File: config.mk
export PLATFORM = sky130hd
export DESIGN_NAME = freq_seg_display
export DESIGN_NICKNAME = d
export VERILOG_FILES = /design/src/rtl/freq_disp_pkg.sv /design/src/rtl/bcd_to_seg7.sv /design/src/rtl/freq_seg_display.sv
export SDC_FILE = /design/constraint.sdc
export NUM_CORES = 1
export LEC_CHECK = 0
export BUFFER_PORTS_ARGS = -buffer_cell sky130_fd_sc_hd__buf_2
export CORE_MARGIN = 10
export CORE_UTILIZATION = 38
export DETAILED_ROUTE_END_ITERATION = 8
export GPL_ROUTABILITY_DRIVEN = 0
export PLACE_DENSITY = 0.62
export RECOVER_POWER = 50
export SYNTH_ARGS = -nofsm -noshare
export SYNTH_HDL_FRONTEND = slang
export SYNTH_SLANG_ARGS = --single-unit
File: constraint.sdc
create_clock -name clk100 -period 4 [get_ports clk100]
set_clock_uncertainty 0.05 [all_clocks]
set_input_delay 0.2 -clock clk100 [delete_from_list [all_inputs] [get_ports clk100]]
set_output_delay 0.2 -clock clk100 [all_outputs]
set_load 0.02 [all_outputs]
File: src/rtl/freq_disp_pkg.sv
// rtl/freq_disp_pkg.sv - shared types and constants for the frequency display back-end
package freq_disp_pkg;

   typedef enum logic [1:0] {
      RNG_HZ   = 2'd0,
      RNG_KHZ2 = 2'd1,
      RNG_KHZ1 = 2'd2,
      RNG_INV  = 2'd3
   } range_e;

   localparam logic [6:0] SEG_BLANK = 7'b1111111;
   localparam logic [6:0] SEG_DASH  = 7'b0111111;

   function automatic logic bcd_invalid(input logic [23:0] v);
      logic bad;
      bad = 1'b0;
      for (int i = 0; i < 6; i++) begin
         if (v[i*4 +: 4] > 4'd9) bad = 1'b1;
      end
      return bad;
   endfunction

endpackage

File: src/rtl/bcd_to_seg7.sv
// rtl/bcd_to_seg7.sv - BCD digit to active-low {g,f,e,d,c,b,a} pattern
// Codes above 9 decode to a dash so the invalid range needs no extra mux.
module bcd_to_seg7
   import freq_disp_pkg::*;
(
   input  logic [3:0] code,
   input  logic       blank,
   output logic [6:0] seg
);

   always_comb begin
      seg = SEG_DASH;
      if (blank) begin
         seg = SEG_BLANK;
      end else begin
         case (code)
            4'd0:    seg = 7'b1000000;
            4'd1:    seg = 7'b1111001;
            4'd2:    seg = 7'b0100100;
            4'd3:    seg = 7'b0110000;
            4'd4:    seg = 7'b0011001;
            4'd5:    seg = 7'b0010010;
            4'd6:    seg = 7'b0000010;
            4'd7:    seg = 7'b1111000;
            4'd8:    seg = 7'b0000000;
            4'd9:    seg = 7'b0010000;
            default: seg = SEG_DASH;
         endcase
      end
   end

endmodule

File: src/rtl/freq_seg_display.sv
// rtl/freq_seg_display.sv - filter, auto-range and scan six BCD digits onto a 4-digit display
// FREQ_DISP_BLANK_EN: leading-zero blanking in the Hz range.
module freq_seg_display
   import freq_disp_pkg::*;
#(
   parameter int SCAN_DIV      = 100000,
   parameter int STABLE_CYCLES = 4
) (
   input  logic        clk100,
   input  logic        rst_n,
   input  logic [23:0] fre_bcd,
   output logic [6:0]  seg,
   output logic        dp,
   output logic [3:0]  an,
   output logic [1:0]  range
);

   localparam int SW  = (SCAN_DIV > 1) ? $clog2(SCAN_DIV) : 1;
   localparam int STW = $clog2(STABLE_CYCLES + 1);
   localparam logic [SW-1:0]  SCAN_LAST = SW'(SCAN_DIV - 1);
   localparam logic [STW-1:0] STAB_MAX  = STW'(STABLE_CYCLES);
   localparam logic [STW-1:0] STAB_HIT  = STW'(STABLE_CYCLES - 1);

   logic [23:0]    samp;
   logic [23:0]    latched;
   logic [STW-1:0] stab_cnt;
   logic [SW-1:0]  scan_cnt;
   logic [1:0]     dig_idx;

   // fre_bcd is asynchronous; only a value held steady for STABLE_CYCLES samples is trusted
   always_ff @(posedge clk100 or negedge rst_n) begin
      if (!rst_n) begin
         samp     <= '0;
         stab_cnt <= '0;
         latched  <= '0;
      end else begin
         samp <= fre_bcd;
         if (samp != fre_bcd) begin
            stab_cnt <= '0;
         end else begin
            if (stab_cnt != STAB_MAX) stab_cnt <= stab_cnt + 1'b1;
            if (stab_cnt == STAB_HIT) latched <= samp;
         end
      end
   end

   logic [3:0] shiwan, wan, qian, bai, shi, ge;
   assign {shiwan, wan, qian, bai, shi, ge} = latched;

   range_e          range_c;
   logic [3:0][3:0] pos_code;
   logic [3:0]      blank_mask;
   logic [3:0]      dp_mask;

   always_comb begin
      range_c    = RNG_HZ;
      pos_code   = {qian, bai, shi, ge};
      blank_mask = 4'b0000;
      dp_mask    = 4'b0000;
      if (bcd_invalid(latched)) begin
         range_c  = RNG_INV;
         pos_code = {4{4'hF}};
      end else if (shiwan != 4'd0) begin
         range_c  = RNG_KHZ1;
         pos_code = {shiwan, wan, qian, bai};
         dp_mask  = 4'b0010;
      end else if (wan != 4'd0) begin
         range_c  = RNG_KHZ2;
         pos_code = {wan, qian, bai, shi};
         dp_mask  = 4'b0100;
      end else begin
`ifdef FREQ_DISP_BLANK_EN
         blank_mask[3] = (qian == 4'd0);
         blank_mask[2] = (qian == 4'd0) && (bai == 4'd0);
         blank_mask[1] = (qian == 4'd0) && (bai == 4'd0) && (shi == 4'd0);
`endif
      end
   end

   logic [6:0] cur_seg;

   bcd_to_seg7 u_dec (
      .code  (pos_code[dig_idx]),
      .blank (blank_mask[dig_idx]),
      .seg   (cur_seg)
   );

   // Outputs load the slot of the current dig_idx at terminal count, then dig_idx moves on,
   // so the first slot driven after reset is an[0].
   always_ff @(posedge clk100 or negedge rst_n) begin
      if (!rst_n) begin
         scan_cnt <= '0;
         dig_idx  <= 2'd0;
         an       <= 4'b1111;
         seg      <= SEG_BLANK;
         dp       <= 1'b1;
         range    <= RNG_HZ;
      end else begin
         range <= range_c;
         if (scan_cnt == SCAN_LAST) begin
            scan_cnt <= '0;
            dig_idx  <= dig_idx + 2'd1;
            an       <= ~(4'b0001 << dig_idx);
            seg      <= cur_seg;
            dp       <= ~dp_mask[dig_idx];
         end else begin
            scan_cnt <= scan_cnt + 1'b1;
         end
      end
   end

endmodule
# [Yosys cells after proc, flatten, opt, wreduce, memory -nomap -nowiden]
# Memory sizes are Yosys's and may differ from the RTL's. A register that Yosys moved wholly into a read port is not among the register bits.
# Index checks and enable logic that the tools add are counted.
[op_classes] shifts=1 reduce_logical=5 add_sub_neg=3 order_cmp=7 muxes=22 eq_ne=4 bitwise_logic=3
[ops] operator="$mux 16" count=3
[ops] operator="$gt 4x4->1 const B" count=6
[ops] operator="$ne 24x24->1" count=1
[ops] operator="$add 17x1->17 const B" count=1
[ops] operator="$eq 17x17->1 const B" count=1
[ops] operator="$mux 17" count=1
[ops] operator="$mux 3" count=5
[ops] operator="$bmux 4 s2" count=1
[ops] operator="$mux 1" count=8
[ops] operator="$reduce_bool 4->1" count=2
[ops] operator="$mux 2" count=2
[ops] operator="$mux 4" count=1
[ops] operator="$not 4->4" count=1
[ops] operator="$shl 1x2->4 const A" count=1
[ops] operator="$add 3x1->3 const B" count=1
[ops] operator="$eq 3x2->1 const B" count=1
[ops] operator="$lt 2x3->1 const B" count=1
[ops] operator="$ne 3x3->1 const B" count=1
[ops] operator="$add 2x1->2 const B" count=1
[ops] operator="$bmux 1 s2" count=1
[ops] operator="$not 1->1" count=2
[ops] operator="$reduce_and 2->1" count=1
[ops] operator="$reduce_bool 2->1" count=1
[ops] operator="$logic_not 1->1" count=1
[totals] reg_bits=77 inputBits=26 mem_bits_ro=112 mem_count=1
[mem_list] memory="(name not given)" words=16 width=7 read_ports=1 rd_ports_with_merged_regs=1 wr=0 line="bcd_to_seg7.sv:16" rtl="case (code)"

# [Depth between registers and ports, before layout]
[logic_depth] word_depth=11 mapped_depth=12 depth_no_buf=10

# [Hierarchy]
# Synthesis repeated with hierarchy kept, for this count alone.
[hier_totals] hier_cells=367 area_unflattened_um2=4172.8
[modules_own_cells] mod="freq_seg_display" instances=1 area_per_inst_um2=3937.5 cells_per_inst=332
[modules_own_cells] mod="bcd_to_seg7" instances=1 area_per_inst_um2=235.2 cells_per_inst=35

# [Least setup slack after synthesis]
# No wires, ideal clock.
[synth_timing] path_type="flip-flop to flip-flop" from="register latched[18]" to="register seg[5]" path_slack_ns=1.343 arrival_ns=2.521 n_path_buf=2 period_less_slack_ns=2.657 required_ns=3.864 path_stages_with_launch=11 setup_ns=0.086 path_cell_list="dfrtp_1 > buf_6 > nor4_4 > buf_6 > mux2i_1 > a211oi_2 > a311oi_1 > nand3_1 > ha_1 > nor4_1 > nor3_2"
[synth_via] elab_chain_cells=6 elab_cells_between_ends=9 cone_classes="order compare (1); mux (7); reduce/logical (1)"
[synth_rtl] item="start: declaration" line="freq_seg_display.sv:25" rtl="logic [23:0] latched;"
[synth_rtl] item="start signal: assignment" line="freq_seg_display.sv:42" rtl="if (stab_cnt == STAB_HIT) latched <= samp;"
[synth_rtl] item="$gt 4x4->1 / $reduce_bool 4->1 (equally long branches)" line="freq_disp_pkg.sv:18, freq_seg_display.sv:67"
[synth_rtl] item="$mux 1 / $mux 16 (equally long branches)" line="freq_disp_pkg.sv:18, freq_seg_display.sv:67"
[synth_rtl] item="$mux 1 / $mux 16 (equally long branches)" line="freq_disp_pkg.sv:18, freq_seg_display.sv:63"
[synth_rtl] item="$mux 16 (*)" line="freq_seg_display.sv:60" rtl="if (bcd_invalid(latched)) begin"
[synth_rtl] item="$bmux 4 s2 (*)" line="freq_seg_display.sv:83" rtl=".code (pos_code[dig_idx]),"
[synth_rtl] item="$mux 4 (not written as such) (*)" line="freq_seg_display.sv:83"
[synth_rtl] item="end: declaration" line="freq_seg_display.sv:12" rtl="output logic [6:0] seg,"
# Mark *: on every way between the ends. The rest lies on a longest branch, timed or not. The select of a mux whose other input is x is not followed.
# A chain may end at the register's enable or synchronous reset.

# [Worst setup path in the final report]
[layout_timing] from="register latched[18]" to="register seg[3]"
# The elaborated chain is that of the path after synthesis.

==> out/metrics.yaml <==
drt-total-wl_mm: 8.34
violations: "capacitance limit, slew limit"
grt_start_max_net_pins: 85
dpl-instance-area_sq_um: 4390
start_util_pct: 39.3
fin_area_sq_um: 4840
netSwitchingFraction_pct: 20.8
p_comb_share_pct: 4.2
area_growth_pct: 17.7
coreArea_sq_um: 10500
final_cells: 560
clock_latency_ps: 360
netlist_area_sq_um: 4120
r2r-start: "latched[18]"
crit_cells: 9
max_cap_violations: 1
slowest_delay_ps: 470
antenna_found_initial: 0
vias: 2844
worstPathArrival_ps: 3010
timing.rr.end: "seg[3]"
die_h_um: 124
synth_edf_count: 0
clock_sinks: 84
grt_pass1_vias: 2944
worst_setup_path_start_kind: "register"
dp_cells: 521
finalHoldViolations: 0
gr-total-overflow: 0
power.density_nw_per_um2: 347
synth_fp_nets: 394
async_reset_ff_share_pct: 100
crit_type: "register to register"
crit_path_cell_trace: "nor4_4 -> buf_4 -> mux2i_1 -> a211oi_2 -> a311oi_1 -> nand3_1 -> ha_1 -> nand2b_1 -> a31oi_1"
period_minus_slack_ps: 2780
drtAntennaViolNets: 0
clkPwrFrac_pct: 43.9
drive_gt1_share_pct: 20.5
portBuffers: 39
whs_ps: 375
ir_drop_uv: 196
yosysSeqAreaShare_pct: 51.4
io_pins: 40
path_delay_family: "simple AND/OR/NAND/NOR gates"
final_nets: 457
period_share_pct: 69.6
tns_ps: 0
r2r_cells: 9
clkTransAtPathRegs_ps: 80
diodes: 0
maxSlewViolCount: 85
rsz0062_at_grt: "no"
crit_slowest_cell: "dfrtp_1"
sequentialPowerShare_pct: 51.9
r2r_slack_ps: 1220
ys_types: 51
post-cts-setup-buffers: 0
ctsResizeCount: 0
yosys_warnings: 0
path_max_fanout: 14
worstMarginPinSlew_ps: 2020
vias_per_cell: 5.08
drt_pass1_iterations: 4
wl_per_cell_um: 14.9
clk_path_buf_depth: 2
setup_viol: 0
slew_headroom_pct: -35.0
finalPower_mw: 1.68
power_leakage_nw: 2.21
grt_pass1_wl_mm: 14.4
cts_root_buf: "clkbuf_8"
finalCoreUtilization_pct: 46.3
synthFlopType: "dfrtp_1"
grtUsageTotal_pct: 11.7
die_width_um: 124
cts_tree: "built"
die-area_sq_um: 15400
worstSetupStartpoint: "latched[18]"
crit_path_end_kind: "register"
status: "finished with violations"
fin_ws_ps: 1220
cts_made_buffers: 9
place_ws_ps: 1220
drt_iter0_drc: 223
htree_levels: 3
net-switching-power_uw: 349
hp-class: "input pin to asynchronous set/reset pin"
drc: 0
p_int_mw: 1.33
synth_area_per_cell_sq_um: 11.5
crit_required_ps: 4230
num_rows: 37
synth_seq_cells: 84
critPathBufInv: 1
max_freq_mhz: 359
dp_hpwl_mm: 6.00
synthCells: 357
## worst max-delay path by stage
| stage | to | slack [ps] |
|---|---|---|
| 5_1_grt | seg[3] | 950 |
| 3_5_place_dp | seg[3] | 1220 |
| 2_1_floorplan | seg[5] | 1340 |
| 6_report | seg[3] | 1220 |
| 4_1_cts | seg[3] | 1200 |
| 3_3_place_gp | seg[5] | 1310 |
## routing by layer
metal | track usage [%] | part of all wire [%] | up-vias
met2 | 17.4 | 45 | 64
met5 | 0 | 0 | -
met4 | 3.31 | 1.2 | 0
met1 | 16.1 | 49 | 1378
li1 | - | - | 1393
met3 | 3.80 | 5.2 | 9
## repair_timing
action / 4_1_cts / 5_1_grt
hold endpoints to repair: 24 / 0
setup endpoints to repair: 0 / 0
hold buffers: 24 / 0
## power groups by stage
stage	Sequential (mW)	Clock, mW	Combinational, mW
floorplan	0.885	0	0.0209
global placement	0.887	0	0.0570
detailed placement	0.887	0	0.0577
CTS	0.871	0.763	0.0760
global route	0.873	0.801	0.0811
finish	0.871	0.738	0.0706
## layout by cell type (no fill, tap or decap), types with 2 or more instances in the layout
cell type / instances
and2_1: 2
buf_2: 14
buf_4: 3
dfrtp_1: 72
mux2i_1: 13
a21oi_1: 14
a31oi_1: 3
clkbuf_8: 10
dlygate4sd3_1: 24
nand4_1: 8
a21oi_2: 2
or3_4: 2
xor2_1: 16
bufinv_16: 3
nor3_1: 2
nor4_4: 2
nor4b_1: 4
nor4b_2: 2
nand2_1: 28
dfstp_2: 12
nand3_1: 12
o32ai_2: 2
nor2_1: 22
clkbuf_1: 24
o31ai_1: 2
mux2_2: 24
o21ai_1: 6
nor4_1: 4
inv_6: 2
nand2b_1: 3
o21ai_0: 23
ha_1: 11
o211ai_1: 3
inv_1: 7
xnor2_1: 24
## cells in the mapped netlist, drive strengths merged, types with 2 or more instances
cell type | n | share of area, %
ha | 11 | 3.3
nor4b | 6 | 1.6
xnor2 | 24 | 5.1
a31oi | 3 | 0.46
clkbuf | 5 | 0.70
and2 | 2 | 0.30
o32ai | 2 | 0.79
or4 | 2 | 0.40
o21ai | 30 | 3.7
xor2 | 16 | 3.4
a21oi | 16 | 2.1
dfstp | 12 | 7.7
nor2 | 23 | 2.2
nor3 | 3 | 0.49
or3 | 3 | 0.70
nand4 | 9 | 1.5
buf | 9 | 2.1
dfrtp | 72 | 44
nor4 | 6 | 1.6
inv | 7 | 0.64
nand2 | 28 | 2.6
nand3 | 12 | 1.5
mux2 | 24 | 6.6
and4 | 3 | 0.73
o211ai | 3 | 0.55
nand2b | 3 | 0.46
o31ai | 2 | 0.36
mux2i | 13 | 3.2
## final cells by class
| cell class | instances | area [sq um] |
|---|---|---|
| Clock buffer | 10 | 138 |
| Fill cell | 1019 | 5620 |
| Tap cell | 136 | 170 |
| Timing Repair Buffer | 66 | 428 |
| Clock inverter | 5 | 108 |
| Sequential cell | 84 | 2120 |
| Inverter | 8 | 30.0 |
| Multi-Input combinational cell | 251 | 1850 |
## flip-flops by register name, indices dropped and copies added, names as in the netlist
register,count
an,4
dig_idx,2
range,2
scan_cnt,17
latched,24
samp,24
seg,7
dp,1
stab_cnt,3
## logic make-up (layout without fill, tap and decap cells)
group,after synthesis,in the layout,share of synthesized area [%]
adders and majority gates,11,11,3.34
xor gates and xnor gates,40,40,8.51
and+or+nand+nor,103,103,14.5
DFF,84,84,51.4
muxes,37,37,9.73
AOI/OAI and AO/OA,60,60,8.91
buffers and inverters,22,89,3.56
No activity file was read; power rests on OpenSTA's default activity.
